<file path="config.mk">
export PLATFORM = sky130hd
export DESIGN_NAME = core_loader
export DESIGN_NICKNAME = d
export VERILOG_FILES = /design/src/rtl/core_loader_pkg.sv /design/src/rtl/loader_word_asm.sv /design/src/rtl/core_loader.sv
export SDC_FILE = /design/constraint.sdc
export NUM_CORES = 1
export LEC_CHECK = 0
export CORE_MARGIN = 10
export CORE_UTILIZATION = 40
export DETAILED_ROUTE_END_ITERATION = 8
export MAX_ROUTING_LAYER = met4
export PLACE_DENSITY = 0.67
export SYNTH_ARGS = -nofsm -noshare
export SYNTH_HDL_FRONTEND = slang
export SYNTH_SLANG_ARGS = --single-unit
</file>
<file path="constraint.sdc">
create_clock -name clk -period 2.3 [get_ports clk]
set_clock_uncertainty 0.05 [all_clocks]
set_input_delay 0.46 -clock clk [delete_from_list [all_inputs] [get_ports clk]]
set_output_delay 0.46 -clock clk [all_outputs]
set_load 0.01 [all_outputs]
</file>
<file path="src/rtl/core_loader_pkg.sv">
// Shared types and command codes for the host-side core loader.
// CORE_LOADER_CHECKSUM_EN adds the trailing checksum state.
package core_loader_pkg;

   typedef enum logic [2:0] {
      ST_IDLE,
      ST_ADDR,
      ST_COUNT,
      ST_DATA,
      ST_WRITE
`ifdef CORE_LOADER_CHECKSUM_EN
      , ST_CSUM
`endif
   } loader_state_t;

   localparam logic [7:0] CMD_CLEAR   = 8'h00;
   localparam logic [7:0] CMD_WR_INSN = 8'h01;
   localparam logic [7:0] CMD_WR_DATA = 8'h02;
   localparam logic [7:0] CMD_RUN     = 8'h03;
   localparam logic [7:0] CMD_HALT    = 8'h04;

endpackage

</file>
<file path="src/rtl/loader_word_asm.sv">
// Little-endian byte-to-word assembler shared by the ADDR and DATA fields.
// `word` is the word including the byte currently offered on byte_in.
module loader_word_asm (
   input  logic        clk,
   input  logic        reset,
   input  logic        clear,
   input  logic        byte_valid,
   input  logic [7:0]  byte_in,
   output logic [31:0] word,
   output logic        word_done
);

   logic [1:0]  idx;
   logic [31:0] shift;

   assign word      = {byte_in, shift[31:8]};
   assign word_done = byte_valid && (idx == 2'd3);

   // The index wraps after four bytes, so ADDR and each DATA word start clean.
   always_ff @(posedge clk or negedge reset) begin
      if (!reset) begin
         idx   <= 2'd0;
         shift <= 32'd0;
      end else if (clear) begin
         idx   <= 2'd0;
      end else if (byte_valid) begin
         shift <= word;
         idx   <= idx + 2'd1;
      end
   end

endmodule

</file>
<file path="src/rtl/core_loader.sv">
// Host-link frame decoder that loads core memories and owns the core's run bit.
// Define CORE_LOADER_CHECKSUM_EN to require a trailing XOR checksum on write frames.
module core_loader
   import core_loader_pkg::*;
#(
   parameter int LEN_BYTES = 2
) (
   input  logic        clk,
   input  logic        reset,
   input  logic [7:0]  rx_data,
   input  logic        rx_valid,
   output logic        rx_ready,
   output logic [31:0] insn_addr,
   output logic [31:0] insn_din,
   output logic        insn_we,
   output logic [31:0] data_addr,
   output logic [31:0] data_din,
   output logic        data_we,
   output logic        run,
   output logic        busy,
   output logic        err
);

   localparam int CW = 8 * LEN_BYTES;

`ifdef CORE_LOADER_CHECKSUM_EN
   localparam loader_state_t ST_END = ST_CSUM;
`else
   localparam loader_state_t ST_END = ST_IDLE;
`endif

   loader_state_t state;
   logic          is_data;
   logic [31:0]   cur_addr;
   logic [CW-1:0] count_shift;
   logic [CW-1:0] count_next;
   logic [CW-1:0] words_left;
   logic [7:0]    field_idx;
   logic          accept;
   logic [31:0]   asm_word;
   logic          asm_done;

   assign accept     = rx_valid && rx_ready;
   assign busy       = (state != ST_IDLE);
   assign count_next = (count_shift >> 8) | (CW'(rx_data) << (CW - 8));

   loader_word_asm u_word_asm (
      .clk        (clk),
      .reset      (reset),
      .clear      (accept && (state == ST_IDLE)),
      .byte_valid (accept && ((state == ST_ADDR) || (state == ST_DATA))),
      .byte_in    (rx_data),
      .word       (asm_word),
      .word_done  (asm_done)
   );

`ifdef CORE_LOADER_CHECKSUM_EN
   logic [7:0] csum;

   // Running XOR of every byte after CMD; restarted by each command byte.
   always_ff @(posedge clk or negedge reset) begin
      if (!reset) begin
         csum <= 8'd0;
      end else if (accept) begin
         csum <= (state == ST_IDLE) ? 8'd0 : (csum ^ rx_data);
      end
   end
`endif

   // Frame decoder; rx_ready is registered so it is low in reset and in WRITE.
   always_ff @(posedge clk or negedge reset) begin
      if (!reset) begin
         state       <= ST_IDLE;
         rx_ready    <= 1'b0;
         is_data     <= 1'b0;
         cur_addr    <= 32'd0;
         count_shift <= '0;
         words_left  <= '0;
         field_idx   <= 8'd0;
         insn_addr   <= 32'd0;
         insn_din    <= 32'd0;
         insn_we     <= 1'b0;
         data_addr   <= 32'd0;
         data_din    <= 32'd0;
         data_we     <= 1'b0;
         run         <= 1'b0;
         err         <= 1'b0;
      end else begin
         insn_we  <= 1'b0;
         data_we  <= 1'b0;
         rx_ready <= 1'b1;
         case (state)
            ST_IDLE: begin
               if (accept) begin
                  case (rx_data)
                     CMD_CLEAR: err <= 1'b0;
                     CMD_WR_INSN, CMD_WR_DATA: begin
                        is_data   <= (rx_data == CMD_WR_DATA);
                        run       <= 1'b0;
                        field_idx <= 8'd0;
                        state     <= ST_ADDR;
                     end
                     CMD_RUN:  if (!err) run <= 1'b1;
                     CMD_HALT: run <= 1'b0;
                     default:  err <= 1'b1;
                  endcase
               end
            end
            ST_ADDR: begin
               if (asm_done) begin
                  cur_addr <= asm_word;
                  state    <= ST_COUNT;
               end
            end
            ST_COUNT: begin
               if (accept) begin
                  count_shift <= count_next;
                  field_idx   <= field_idx + 8'd1;
                  if (field_idx == 8'(LEN_BYTES - 1)) begin
                     field_idx  <= 8'd0;
                     words_left <= count_next;
                     state      <= (count_next != '0) ? ST_DATA : ST_END;
                  end
               end
            end
            ST_DATA: begin
               if (asm_done) begin
                  state    <= ST_WRITE;
                  rx_ready <= 1'b0;
                  if (is_data) begin
                     data_we   <= 1'b1;
                     data_addr <= cur_addr;
                     data_din  <= asm_word;
                  end else begin
                     insn_we   <= 1'b1;
                     insn_addr <= cur_addr;
                     insn_din  <= asm_word;
                  end
               end
            end
            ST_WRITE: begin
               cur_addr   <= cur_addr + 32'd4;
               words_left <= words_left - CW'(1);
               state      <= (words_left == CW'(1)) ? ST_END : ST_DATA;
            end
`ifdef CORE_LOADER_CHECKSUM_EN
            ST_CSUM: begin
               if (accept) begin
                  if (rx_data != csum) err <= 1'b1;
                  state <= ST_IDLE;
               end
            end
`endif
            default: state <= ST_IDLE;
         endcase
      end
   end

endmodule
</file>
==> flow_metrics.env <==
export IMPL_status="finished, final reports clean"
export IMPL_portBuffers=144
export IMPL_utilization_pct=53.4
export IMPL_drive_above_1_share_pct=26.4
export IMPL_synth_nets=832
export IMPL_maxCapViolations=0
export IMPL_die_area_mm2=0.0312
export IMPL_crit_path_start_kind="register"
export IMPL_rows=57
export IMPL_ff2ff_setup_slack_ns=0.11
export IMPL_placed_area_mm2=0.0120
export IMPL_gr_total_overflow=0
export IMPL_yosys_warnings=0
export IMPL_ys_flop_type="dfrtp_1"
export IMPL_track_usage_pct=17.5
export IMPL_grt_max_degree=57
export IMPL_dr_pass1_iters=7
export IMPL_avgSynthCellArea_um2=12.0
export IMPL_min_path_type="in2async"
export IMPL_p_int_uw=10900
export IMPL_post_dp_hpwl_mm=19.4
export IMPL_cts_tree="done"
export IMPL_synth_yosys_seq_area_share_pct=57.8
export IMPL_antennaDiodeCount=0
export IMPL_yosys_area_top_type="dfrtp_1"
export IMPL_final_seq_area_mm2=0.00568
export IMPL_setup_viol=0
export IMPL_numCtsBuffers=25
export IMPL_rsz0062_at_grt="true"
export IMPL_ant_nets=0
export IMPL_die_width_um=177
export IMPL_power_frac_seq_pct=43.7
export IMPL_pre_cts_ws_ns=-0.240
export IMPL_netlist_instances=815
export IMPL_fillCellCount=2098
export IMPL_die_h_um=177
export IMPL_timing_hold_ws_ns=0.432
export IMPL_async_flop_share_pct=100
export IMPL_powerDensity_mw_per_mm2=1240
export IMPL_drt_wl_total_mm=27.1
export IMPL_synth_cell_type_count=60
export IMPL_arrival_ns=1.70
export IMPL_p_sw_uw=5170
export IMPL_synth_edf_count=0
export IMPL_clkSlewWorstSetupHoldPaths_ns=0.06
export IMPL_fin_area_mm2=0.0129
export IMPL_fmaxAchievable_ghz=0.452
export IMPL_power_frac_clock_pct=26.6
export IMPL_slew_headroom_pct=65.8
export IMPL_worstMarginPinSlew_ns=0.513
export IMPL_hold_viol_final=0
export IMPL_crit_fanout=7
export IMPL_vdd_ir_drop_max_mv=0.684
export IMPL_cts_htree_levels=1
export IMPL_layout_nets=1015
export IMPL_cts_root_buf="clkbuf_16"
export IMPL_critical_path_class="reg2out"
export IMPL_initial_utilization_pct=40.5
export IMPL_grt_pass1_wl_mm=42.6
export IMPL_synth_area_top_cells="dfrtp_1, mux2_2, nand2_1"
export IMPL_ys_ff_latch=227
export IMPL_vias=7378
export IMPL_leakagePower_uw=0.00585
export IMPL_period_share_pct=96.2
export IMPL_cts_sinks=227
export IMPL_ios=145
export IMPL_combPwrFrac_pct=29.7
export IMPL_clk_latency_ns=0.52
export IMPL_worstPathRequired_ns=1.79
export IMPL_maxSlewViolCount=0
export IMPL_area_growth_pct=31.9
export IMPL_grt_pass1_vias=7383
export IMPL_worst_slack_ns=0.0864
export IMPL_syn_area_mm2=0.00982
export IMPL_sw_frac_of_total_pct=32.3
export IMPL_wire_per_inst_um=20.2
export IMPL_place_gp_congestion=0.891
export IMPL_period_needed_ns=2.21
export IMPL_drt_iter0_markers=709
export IMPL_viasPerCell=5.51
export IMPL_core_area_mm2=0.0242
export IMPL_synth_top_area_share_pct=57.8
export IMPL_antenna_found_initial=0
export IMPL_cts_path_max_buffers=3
export IMPL_multiInputGateArea_mm2=0.00389
export IMPL_drc_errors=0
export IMPL_worstSetupEndpointType="output pin"
## Yosys cell counts (3+ instances only)
| cell | count |
|---|---|
| nand4_1 | 8 |
| o21ai_0 | 31 |
| o22ai_1 | 6 |
| buf_2 | 17 |
| a31oi_1 | 7 |
| clkbuf_1 | 26 |
| a211oi_1 | 10 |
| a21oi_1 | 29 |
| ha_1 | 6 |
| nor3b_1 | 4 |
| o2bb2ai_1 | 3 |
| inv_1 | 15 |
| mux2_2 | 149 |
| or3_1 | 7 |
| nor2_1 | 46 |
| and2_1 | 4 |
| a311oi_1 | 14 |
| nand3_1 | 25 |
| nor4_1 | 6 |
| nor3_1 | 27 |
| dfrtp_1 | 227 |
| o32ai_1 | 4 |
| a221o_1 | 4 |
| nand2_1 | 68 |
| and4_1 | 5 |
| buf_4 | 6 |
| and3_1 | 11 |
| o31ai_1 | 4 |
## worst max-delay path: stages (launching register included)
cell	delay, ns
dfrtp_1	0.45
or3_4	0.43
dlygate4sd2_1	0.30
## stage by stage
step                TNS [ns]  cells  total power (µW)
floorplan                  0    815              8950
global placement      -12.47   1292             11600
detailed placement    -12.55   1292             11800
CTS                        0   1338             16100
global route         -0.0482   1340             16900
finish                     0   1340             16000
## power groups by stage
stage                     Clock (µW)  Combinational [µW]  Sequential, µW
after CTS                       4350                4770            7000
after floorplan                    0                2180            6770
after global routing            4510                5200            7220
after detailed placement           0                4750            7050
after global placement             0                4650            6990
final                           4260                4760            7000
## layout by cell type, fill, tap and decap left out, drive strengths merged, types with 5 or more instances in the layout
cell type	count
or3	7
clkdlybuf4s50	142
nand2	68
a311oi	14
a211oi	10
nor2	46
nor4	8
and3	11
dfrtp	227
a31oi	7
nand4	8
nand3	25
and4	5
clkbuf	36
ha	6
a21oi	29
nor3	29
buf	62
o21ai	31
mux2	149
inv	16
o22ai	6
## logic make-up after synthesis
logic type      after synthesis  synth area share (%)
simple gates                228                  11.6
flops                       227                  57.8
mux                         151                  17.3
compound gates              137                  9.45
buf+inv                      65                  2.93
fa+ha+maj                     6                 0.764
xor+xnor                      1                0.0892
## timing repair
item	in CTS	in global routing
endpoints found under the hold margin	49	0
hold buffers	1	0
buffers inserted	0	2
setup endpoints to repair	1	7
gates resized for setup	2	3
gates cloned	0	0
## flip-flops by register name (all words and copies together) (netlist names)
signal / cells
insn_din: 32
insn_addr: 32
err: 1
field_idx: 8
run: 1
cur_addr: 32
words_left: 16
insn_we: 1
data_din: 32
u_word_asm.idx: 2
data_we: 1
u_word_asm.shift: 24
rx_ready: 1
count_shift: 8
data_addr: 32
is_data: 1
state: 3
## routing by layer
metal / vias up / wire length (µm) / global-route usage (%)
li1: 3361 / - / -
met3: 45 / 2130 / 4.10
met1: 3681 / 12000 / 23.1
met5: - / 0 / -
met2: 291 / 12400 / 26.7
met4: 0 / 525 / 3.89
## cell type report
type                    instances  share of cell area, %
flip-flops and latches        227                   43.9
multi-input cells             523                   30.0
repair buffers                206                   15.6
clock buffers                  36                   5.69
well taps                     324                   3.13
clock inverters                 9                   1.18
inverters                      15                  0.435
## final timing paths
| check | startpoint | endpoint | depth (start not counted) |
|---|---|---|---|
| min in group clk | data_addr[12] | data_addr[12] | 1 |
| max reg2reg | cur_addr[3] | cur_addr[12] | 6 |
| min reg2reg | data_addr[12] | data_addr[12] | 1 |
| min | reset | insn_addr[14] | 2 |
| max | state[2] | busy | 2 |
| max in group asynchronous | reset | data_addr[26] | 3 |
Power figures use the tool's default switching activity.
